### config.mk
export PLATFORM = sky130hd
export DESIGN_NAME = ttfir_cfg_ctrl
export DESIGN_NICKNAME = d
export VERILOG_FILES = /design/src/rtl/ttfir_pkg.sv /design/src/rtl/ttfir_esc_det.sv /design/src/rtl/ttfir_cfg_ctrl.sv
export SDC_FILE = /design/constraint.sdc
export NUM_CORES = 1
export LEC_CHECK = 0
export BUFFER_PORTS_ARGS = -buffer_cell sky130_fd_sc_hd__buf_2
export CAP_MARGIN = 20
export CORE_ASPECT_RATIO = 0.8
export CORE_MARGIN = 8
export CORE_UTILIZATION = 54
export DETAILED_ROUTE_END_ITERATION = 7
export GPL_TIMING_DRIVEN = 0
export PLACE_DENSITY = 0.85
export SYNTH_ARGS = -nofsm -noshare
export SYNTH_HDL_FRONTEND = slang
export SYNTH_HIERARCHICAL = 1
export SYNTH_SLANG_ARGS = --single-unit
### constraint.sdc
create_clock -name clk -period 2.1 [get_ports clk]
set_input_delay 0.63 -clock clk [delete_from_list [all_inputs] [get_ports clk]]
set_output_delay 0.63 -clock clk [all_outputs]
set_load 0.02 [all_outputs]
### src/rtl/ttfir_pkg.sv
// ttfir_pkg: shared state encoding and default parameters for the FIR config controller
package ttfir_pkg;
  localparam int N_TAPS = 3;
  localparam int BW_in = 6;
  localparam logic [BW_in-1:0] SYNC_WORD = 6'h2A;
  localparam int ESC_LEN = 4;
  localparam logic [BW_in-1:0] ESC_WORD = {1'b1, {(BW_in-1){1'b0}}};
  typedef enum logic [1:0] {IDLE = 2'd0, LOAD = 2'd1, RUN = 2'd2} state_t;
endpackage

### src/rtl/ttfir_esc_det.sv
// ttfir_esc_det: counts consecutive escape words and flags the one that completes the run
module ttfir_esc_det
  import ttfir_pkg::*;
(
  input  logic             clk,
  input  logic             rst,
  input  logic             en,
  input  logic [BW_in-1:0] data,
  output logic             hit
);
  localparam int CW = $clog2(ESC_LEN + 1);
  logic [CW-1:0] cnt;
  logic is_esc;
  assign is_esc = data == ESC_WORD;
  assign hit = en && is_esc && cnt == CW'(ESC_LEN - 1);
  always_ff @(posedge clk)
    if (rst || !en || hit) cnt <= '0;
    else cnt <= is_esc ? cnt + 1'b1 : '0;
endmodule

### src/rtl/ttfir_cfg_ctrl.sv
// ttfir_cfg_ctrl: time-shares the pin bus between atomic coefficient loads and sample streaming
module ttfir_cfg_ctrl
  import ttfir_pkg::*;
(
  input  logic                    clk,
  input  logic                    rst,
  input  logic [BW_in-1:0]        pin_data,
  output logic [BW_in-1:0]        x_out,
  output logic                    x_valid,
  output logic [N_TAPS*BW_in-1:0] coef_flat,
  output logic                    flush,
  output logic [1:0]              mode
);
  localparam int IW = $clog2(N_TAPS);
  state_t state, state_nx;
  logic [IW-1:0] idx;
  logic [BW_in-1:0] shadow [N_TAPS];
  logic [N_TAPS*BW_in-1:0] commit;
  logic last, hit, run;
  assign run = state == RUN;
  assign last = idx == IW'(N_TAPS - 1);
  assign mode = state;
  ttfir_esc_det u_esc (.clk(clk), .rst(rst), .en(run), .data(pin_data), .hit(hit));
  // the final word bypasses the shadow so the whole set lands in one edge
  always_comb begin
    commit = '0;
    for (int i = 0; i < N_TAPS; i++)
      commit[i*BW_in +: BW_in] = (i == int'(idx)) ? pin_data : shadow[i];
  end
  always_comb begin
    state_nx = state;
    case (state)
      IDLE: state_nx = (pin_data == SYNC_WORD) ? LOAD : IDLE;
      LOAD: state_nx = last ? RUN : LOAD;
      RUN: state_nx = hit ? IDLE : RUN;
      default: state_nx = IDLE;
    endcase
  end
  always_ff @(posedge clk) begin
    if (rst) begin
      state <= IDLE;
      idx <= '0;
      x_out <= '0;
      x_valid <= 1'b0;
      flush <= 1'b0;
      coef_flat <= '0;
      for (int i = 0; i < N_TAPS; i++) shadow[i] <= '0;
    end else begin
      state <= state_nx;
      flush <= run && hit;
      x_valid <= run && !hit;
      x_out <= (run && !hit) ? pin_data : '0;
      if (state == LOAD) begin
        shadow[idx] <= pin_data;
        idx <= last ? '0 : idx + 1'b1;
        if (last) coef_flat <= commit;
      end else idx <= '0;
    end
  end
endmodule

Word-level counts from Yosys, hierarchy flattened --
Memories as Yosys holds them, arrays and structs flattened. A register that Yosys moved wholly into a read port is not among the register bits. Index checks and enable logic that the tools add are counted.
Word-level totals: flip-flop bits (word level) 15, bits in writable memories 18, word-level logic and storage cells 44, memories 1
Cells by class: add/subtract/negate cells 2, equality and inequality tests 6, multiplexer cells 12, bitwise gates (word level) 3, reductions and logical operators 14
Memory list:
- shadow | words 3, width 6, rd ports 3, clocked after Yosys merged registers in 3, write ports 3, line ttfir_cfg_ctrl.sv:17 | logic [BW_in-1:0] shadow [N_TAPS];
Operators by type and width (number):
- $eq A6 B6 Y1 const B | 2
- $mux W1 | 7
- $mux W2 | 3
- $mux W6 | 1
- $pmux W2 S3 | 1
- $reduce_or A6 Y1 | 1
- $eq A2 B2 Y1 const B | 2
- $logic_and A1 B1 Y1 | 4
- $reduce_or A2 Y1 | 2
- $add A3 B1 Y3 const B | 1
- $eq A3 B2 Y1 const B | 1
- $not A1 Y1 | 3
- $reduce_or A3 Y1 | 1
- $add A2 B1 Y2 const B | 1
- $eq A2 B1 Y1 const B | 1
- $logic_not A1 Y1 | 2
- $logic_not A2 Y1 | 1
- $logic_or A1 B1 Y1 | 2
- $reduce_and A2 Y1 | 1

Longest topological paths before layout --
Gate-level depths: netlist (run 1).
depth after elaboration 7, gate-level depth with buffers 7, gate-level depth less buffers 6

By module --
Netlist (run 1), hierarchy kept.
Modules (own cells, without submodules):
- ttfir_cfg_ctrl | times used 1, cells each 148, area each 1809.2 µm², sequential area each 960.9 µm²
- ttfir_esc_det | times used 1, cells each 15, area each 148.9 µm², sequential area each 60.1 µm²

Least setup slack after synthesis (run 1) --
OpenSTA, ideal clock, no wires.
path type input to register, from input port pin_data[1], to register state[1] (netlist: mode[1]), library setup time 0.120 ns, data arrival time 1.626 ns, required time 1.980 ns, path slack 0.354 ns, stages on the path 4, buffers on the path 0, cells stage by stage or3_4 nor3_1 nor3b_4 or2_1
Between the ends: cells in the longest elaborated chain, start to end 5
RTL lines:
- from (decl) | line ttfir_cfg_ctrl.sv:7 | input logic [BW_in-1:0] pin_data,
- $eq A6 B6 Y1 | line ttfir_esc_det.sv:14 | assign is_esc = data == ESC_WORD;
- $logic_and A1 B1 Y1 (2 in a row) | line ttfir_esc_det.sv:15 | assign hit = en && is_esc && cnt == CW'(ESC_LEN - 1);
- named net hit | line ttfir_cfg_ctrl.sv:19 | logic last, hit, run;
- $mux W2 | line ttfir_cfg_ctrl.sv:35 | RUN: state_nx = hit ? IDLE : RUN;
- $pmux W2 S3 | line ttfir_cfg_ctrl.sv:32 | case (state)
- to (signal assigned) | line ttfir_cfg_ctrl.sv:49 | state <= state_nx;
- to (decl) | line ttfir_cfg_ctrl.sv:15 | state_t state, state_nx;
The timed path passes the listed nets, and every way through them passes these cells. A chain may end at the register's enable or synchronous reset.

Worst setup path after layout (run 1) --
from register state[1] (netlist: mode[1]), to register state[1] (netlist: mode[1])
Between the ends: cells in the longest elaborated chain, start to end 5
RTL lines:
- $eq A2 B2 Y1 | line ttfir_cfg_ctrl.sv:20 | assign run = state == RUN;
- named net run | line ttfir_cfg_ctrl.sv:19
- $logic_and A1 B1 Y1 (2 in a row) | line ttfir_esc_det.sv:15
- named net hit | line ttfir_cfg_ctrl.sv:19
- $mux W2 | line ttfir_cfg_ctrl.sv:35
- $pmux W2 S3 | line ttfir_cfg_ctrl.sv:32
The timed path passes the listed nets, and every way through them passes these cells.

==> results.md, run 1 <==
* Run status: finished clean
* Die Y at 69.9 µm
* Clock Path Buffers at 2
* Complex-gate fraction of the synthesized area at 12.1%
* RD Place Congestion at approximately 0.80
* Post-synthesis cell count at 163
* # nets final at 218
* Initial Utilization at 56.8%
* Post-route setup slack at 0.337 ns
* Max VDD drop at 0.469 mV
* CTS Buf Count at 5
* CP required at 2.29 ns
* Final WL at 4170 µm
* First-pass iteration count of the detailed router at 4
* Die area at approximately 0.0058 mm²
* Pwr Total at 1.51 mW
* Starting DRT DRC Count at 120
* Clk pwr share at 36.8%
* Combinational cell fraction of total power at 3.6%
* Core area at 0.00345 mm²
* Power Density at between 600 and 700 mW/mm²
* Final setup vio count at 0
* CP delay by family, top: simple AND/OR/NAND/NOR gates
* Clock transition at path regs at 0.08 ns
* Maxcap violations at 0
* Critical path arrival at between 1.5 and 2 ns
* Fmax at between 500 and 600 MHz
* Fin crit period at approximately 1.8 ns
* Htree depth at 2
* Count of final hold-check violations at 0
* Synthesis-stage register bit count at 45
* Xor/xnor cell area share of the yosys netlist at 0%
* Placement row count at 19
* Share of the synthesized area in the top cell type at 33.7%
* Netlist cell types at 33
* CTS Sinks at 45
* Mean post-synth cell area at around 12 µm²
* Top cells by area, synth: dfxtp_1 34%, edfxtp_1 18%, a221oi_2 6.9%
* Multi-input gate area at between 800 and 900 µm²
* IO Pins at 36
* Antenna diodes at 0
* Cell Area, Synth at 0.00196 mm²
* Setup tns final at 0 ns
* Hpwl dp at between 3000 and 4000 µm
* Share of cells above drive strength 1 at a little over two fifths
* Sequential fraction of the synthesis area at 52.1%
* Slew HR at a little over half
* Global-route usage over all layers at 15.0%
* Pre-CTS WS at between 0.1 and 0.15 ns
* Warnings from Yosys at 6
* DR WL/cell at about 17 µm
* Internal Power at 1.18 mW
* Simple-Gate Fraction of Synth Area at between 20 and 30%
* Post-cts sizing count at 0
* TritonCTS clock tree: done
* Sw Share at 22.1%
* Clk_lat worst skew at 0.30 ns
* Gr ovfl total at 0
* Vias in the first global route at 1,416
* Hold Crit Class: reg2reg
* Final ANT Viol Nets at 0
* Worst Setup Start Kind: flop
* CP peak stage delay at between 0.4 and 0.5 ns
* Worst setup path category: reg2reg
* Adder-Cell Fraction of Synth Area at approximately 3.2%
* First-pass GRT wire length at 7050 µm
* Clock Skews at around 0.0096 ns
* Seq pwr share at 59.6%
* RSZ-0062 raised after global routing: no
* Largest net degree at the start of global routing at 15
* Static Leak at 1.01 nW
* DR vias at 1,365
* Largest family of logic cells by synthesized area: simple AND/OR/NAND/NOR gates
* Setup bufs post-CTS at 0
* Die W at roughly 83 µm
* Mux contribution to synthesized area at 0%
* Port Buf Inserts at 35
* Cts hold-fix bufs at 0
* CTS root buf: clkbuf_8
* Initial antenna violation count at 0
* Crit path cell chain: nor2b_2 -> nand4bb_1 -> nor3_1 -> nor3b_4 -> or2_1
* Area Overhead vs Synth at 16.4%
* Critical path buffers and inverters at 0
* Vias per cell at 5.50
* Post-synth top area cell: dfxtp_1
* Fillers at 258
* CP max FO at 8
* Register area at 0.00102 mm²
* Actual slew at the worst max-slew pin at around 0.68 ns
* CP endpoint kind: flop
* Final period util at about 84%
* Final slew viol count at 0
* Residual DRC count at 0
* Cell at the slowest stage of the critical path: dfxtp_1
* Psw at 334 µW
* Post-Syn Nets at roughly 180
==> final timing paths <==
| check | depth (start not counted) | slack (ns) | endpoint | from |
|---|---|---|---|---|
| max | 5 | 0.34 | mode[1] | mode[1] |
| min | 1 | 0.46 | u_esc/cnt[0] | u_esc/cnt[0] |
| max reg2reg | 5 | 0.34 | mode[1] | mode[1] |
| min reg2reg | 1 | 0.46 | u_esc/cnt[0] | u_esc/cnt[0] |
==> power by group through the flow <==
stage               combinational (mW)  clock [mW]  sequential (mW)
global route                    0.0593       0.607            0.903
global placement                0.0526           0            0.921
detailed placement              0.0545           0            0.922
finish                          0.0541       0.558            0.902
floorplan                       0.0248           0            0.921
CTS                             0.0545       0.570            0.902
==> logic make-up after synthesis <==
family,count (synthesis)
AND/OR/NAND/NOR,77
buffers and inverters,15
adder cells (fa/ha/maj),5
AO/OA/AOI/OAI,21
flip-flops,45
==> registers in the layout, indices dropped and copies added (netlist names) <==
signal,cells
shadow,12
coef_flat,18
x_valid,1
x_out,6
flush,1
idx,2
mode,2
u_esc/cnt,3
==> per-stage QoR <==
stage	area, µm²	hold WS, ns	std cells	util [%]
global placement	2190	0.409	240	63.4
detailed placement	2190	0.444	240	63.4
CTS	2280	0.455	248	66.1
floorplan	1960	0.404	163	-
global route	2280	0.475	248	66.1
finish	2280	0.458	248	66.1
==> cell usage after synthesis (all sizes together) <==
cell type / n
a211oi: 1
a21o: 2
a21oi: 6
a221oi: 12
and2: 18
and3b: 3
and4bb: 2
buf: 6
clkbuf: 2
dfxtp: 33
edfxtp: 12
ha: 5
inv: 7
nand2: 12
nand2b: 1
nand3b: 1
nand4b: 1
nand4bb: 1
nor2: 12
nor2b: 2
nor3: 14
nor3b: 2
nor4: 3
nor4b: 1
or2: 2
or2b: 1
or3: 1
==> area by class of cell <==
cell class                 instances  share of cell area (%)
sequential                        45                    44.8
multi-input combinational        103                    36.5
timing repair buffer              35                    7.68
clock buffer                       7                    3.79
buffer                             8                    3.46
tap                               42                    2.31
inverter                           7                    1.15
clock inverter                     1                   0.329
==> routing by layer <==
metal  vias to the layer above  global-route usage [%]  part of all wire, %
li1                        664                       -                    -
met1                       651                    17.5                   42
met2                        43                    25.1                   50
met3                         7                    4.17                  6.7
met4                         0                    6.42                  1.5
met5                         -                       0                    0
==> worst register-to-register path, cell delays in order, from the launching register on <==
cell	delay, ns
dfxtp_1	0.48
nor2b_2	0.25
nand4bb_1	0.19
nor3_1	0.39
nor3b_4	0.12
or2_1	0.24
==> cell usage in the layout (no fill, tap or decap) <==
cell,instances
buf_8,1
nor4b_1,1
nor2_1,12
clkinvlp_4,1
and4bb_4,2
nor3_1,5
nor3_2,9
nand2_1,12
nand2b_1,1
dfxtp_1,33
buf_6,5
ha_1,5
nor2b_2,2
nand4bb_1,1
edfxtp_1,12
or2_2,1
nor4_1,3
or2_1,1
nor3b_1,1
a211oi_1,1
clkbuf_1,3
or3_4,1
a221oi_1,3
and2_1,12
or2b_1,1
clkbuf_8,6
a21o_1,2
nand4b_1,1
and3b_1,3
buf_2,35
inv_1,7
and2_2,6
nor3b_4,1
a221oi_2,9
a21oi_2,6
nand3b_4,1
Note: power is estimated with default switching activity, not from simulation.
==> run 2, diff against run 1 <==
CORE_UTILIZATION = 49   (was 54)
PLACE_DENSITY = 0.81   (was 0.85)
clock period = 1.6 ns   (was 2.1 ns; I/O delays follow)
==> results.md, run 2 (synthesis results as in run 1) <==
* Sw Share at 20.8% (-1.2 points)
* Run status: finished clean
* RSZ-0062 raised after global routing: no
* Clock Path Buffers at 2 (unchanged)
* Worst setup path category: reg2reg
* CTS root buf: clkbuf_8
* Largest net degree at the start of global routing at 14 (-1)
* Final setup vio count at 0 (unchanged)
* Residual DRC count at 0 (unchanged)
* Internal Power at 1.59 mW (+34%)
* IO Pins at 36 (unchanged)
* CTS Buf Count at 5 (unchanged)
* Final WL at 3900 µm (-6.4%)
* Static Leak at 1.03 nW (+1.7%)
* Vias in the first global route at 1,411 (-0.35%)
* Share of cells above drive strength 1 at 44.9% (+3.2 points)
* Critical path arrival at 1.64 ns (-0.32 ns)
* Initial antenna violation count at 0 (unchanged)
* Core area at 0.00383 mm² (+11%)
* Antenna diodes at 0 (unchanged)
* Fmax at 675 MHz (+19%)
* Most common cell after layout, fill and taps aside: buf_2
* First-pass iteration count of the detailed router at 4 (unchanged)
* Seq pwr share at 59.0% (-0.6 points)
* Die Y at 72.5 µm (+3.8%)
* Pre-CTS WS at -0.248 ns (-0.355 ns)
* Hold WS at 0.444 ns (-0.0132 ns)
* Clk pwr share at 37.4% (+0.6 points)
* Max VDD drop at 0.744 mV (+59%)
* Clock transition at path regs at 0.08 ns (about the same)
* Vias per cell at 5.14 (-6.6%)
* Cts hold-fix bufs at 0 (unchanged)
* Crit path cell chain: inv_1 -> ha_1 -> and4bb_4 -> buf_6 -> a221oi_2 -> nor3_2
* CP peak stage delay at 0.36 ns (-0.12 ns)
* DR WL/cell at 14.9 µm (-11%)
* Clock Skews at 0.00285 ns (-0.00673 ns)
* Final ANT Viol Nets at 0 (unchanged)
* Gr ovfl total at 0 (unchanged)
* Psw at 418 µW (+25%)
* Cell at the slowest stage of the critical path: dfxtp_1
* CTS Sinks at 45 (unchanged)
* Most frequent cells in the layout: 35 x buf_2, 31 x dfxtp_1
* Biggest register: coef_flat
* Maxcap violations at 0 (unchanged)
* Die area at 0.00629 mm² (+8.0%)
* TritonCTS clock tree: done
* Power Density at 862 mW/mm² (+30%)
* Initial Utilization at 51.1% (-5.7 points)
* # nets final at 219 (+0.46%)
* Fillers at 337 (+31%)
* Global-route usage over all layers at 13.8% (-1.2 points)
* CP required at 1.76 ns (-0.53 ns)
* Die W at 86.7 µm (+4.0%)
* Hold Crit Class: reg2reg
* Fin crit period at 1.48 ns (-0.282 ns)
* Max reg flops at 18 (unchanged)
* Worst Setup Start Kind: flop
* Count of final hold-check violations at 0 (unchanged)
* Final period util at 92.6% (+8.6 points)
* Actual slew at the worst max-slew pin at 0.630 ns (-0.0537 ns)
* Htree depth at 2 (unchanged)
* CP max FO at 10 (+2)
* First-pass GRT wire length at 6780 µm (-3.9%)
* Area Overhead vs Synth at 18.7%
* CP endpoint kind: flop
* Port Buf Inserts at 35 (unchanged)
* Final slew viol count at 0 (unchanged)
* DR vias at 1,347 (-1.3%)
* Top Registers: coef_flat: 18 flops, shadow: 12 flops, x_out: 6 flops
* Combinational cell fraction of total power at 3.6% (about the same)
* Hpwl dp at 2810 µm (-6.9%)
* Post-route setup slack at 0.118 ns (-0.218 ns)
* Starting DRT DRC Count at 53 (-56%)
* Placement row count at 20 (+1)
* Clk_lat worst skew at 0.29 ns (about the same)
* Slew HR at 58.0% (+3.6 points)
* RD Place Congestion at 0.755 (-6.0%)
run 2: path summary, 6_finish.rpt:
kind | to | slack (ns) | start | cells past startpoint
max | coef_flat[0] | 0.12 | idx[0] | 6
min | u_esc/cnt[0] | 0.44 | u_esc/cnt[0] | 1
max reg2reg | coef_flat[0] | 0.12 | idx[0] | 6
min reg2reg | u_esc/cnt[0] | 0.44 | u_esc/cnt[0] | 1
run 2: final cells by class:
class / count / area (µm²) / area share, %
inverters: 7 / 26.3 / 1.13
clock inverters: 1 / 5.00 / 0.215
plain buffers: 8 / 80.1 / 3.44
repair buffers: 36 / 183 / 7.86
multi-input cells: 103 / 840 / 36.1
flip-flops and latches: 45 / 1030 / 44.1
well taps: 55 / 68.8 / 2.96
clock buffers: 7 / 96.3 / 4.14
run 2: repair_timing:
action / CTS / global route
endpoints found under the setup margin: 7 / 15
buffers inserted: 0 / 1
gates resized for setup: 1 / 5
pin swaps: 1 / 1
run 2: metrics by stage:
stage               power, mW  setup TNS (ns)  util (%)  cells  area (µm²)
finish                   2.00               0      60.7    262        2320
floorplan                1.24               0         -    163        1960
global route             2.08               0      60.7    262        2320
global placement         1.28           -3.05      57.6    253        2210
CTS                      2.02               0      60.3    261        2310
detailed placement       1.28           -3.32      57.6    253        2210
run 2: critical path: cells and delay by family, from the launching register on:
| family | cells | cell delay [ns] |
|---|---|---|
| AO/OA/AOI/OAI | 1 | 0.25 |
| adder cells (fa/ha/maj) | 1 | 0.24 |
| buffers and inverters | 2 | 0.21 |
| flip-flops | 1 | 0.36 |
| AND/OR/NAND/NOR | 2 | 0.29 |
run 2: power groups by stage:
stage               Clock (mW)  Combinational [mW]  Sequential [mW]
detailed placement           0              0.0715             1.21
global route             0.820              0.0783             1.18
CTS                      0.761              0.0717             1.18
floorplan                    0              0.0327             1.21
finish                   0.750              0.0725             1.18
global placement             0              0.0709             1.21
run 2: per-layer routing:
metal	vias to the layer above	track usage (%)	wire, µm
met5	-	0	0
met4	0	4.57	46
met3	6	4.97	294
met2	47	21.7	1730
met1	627	17.0	1830
li1	667	-	-
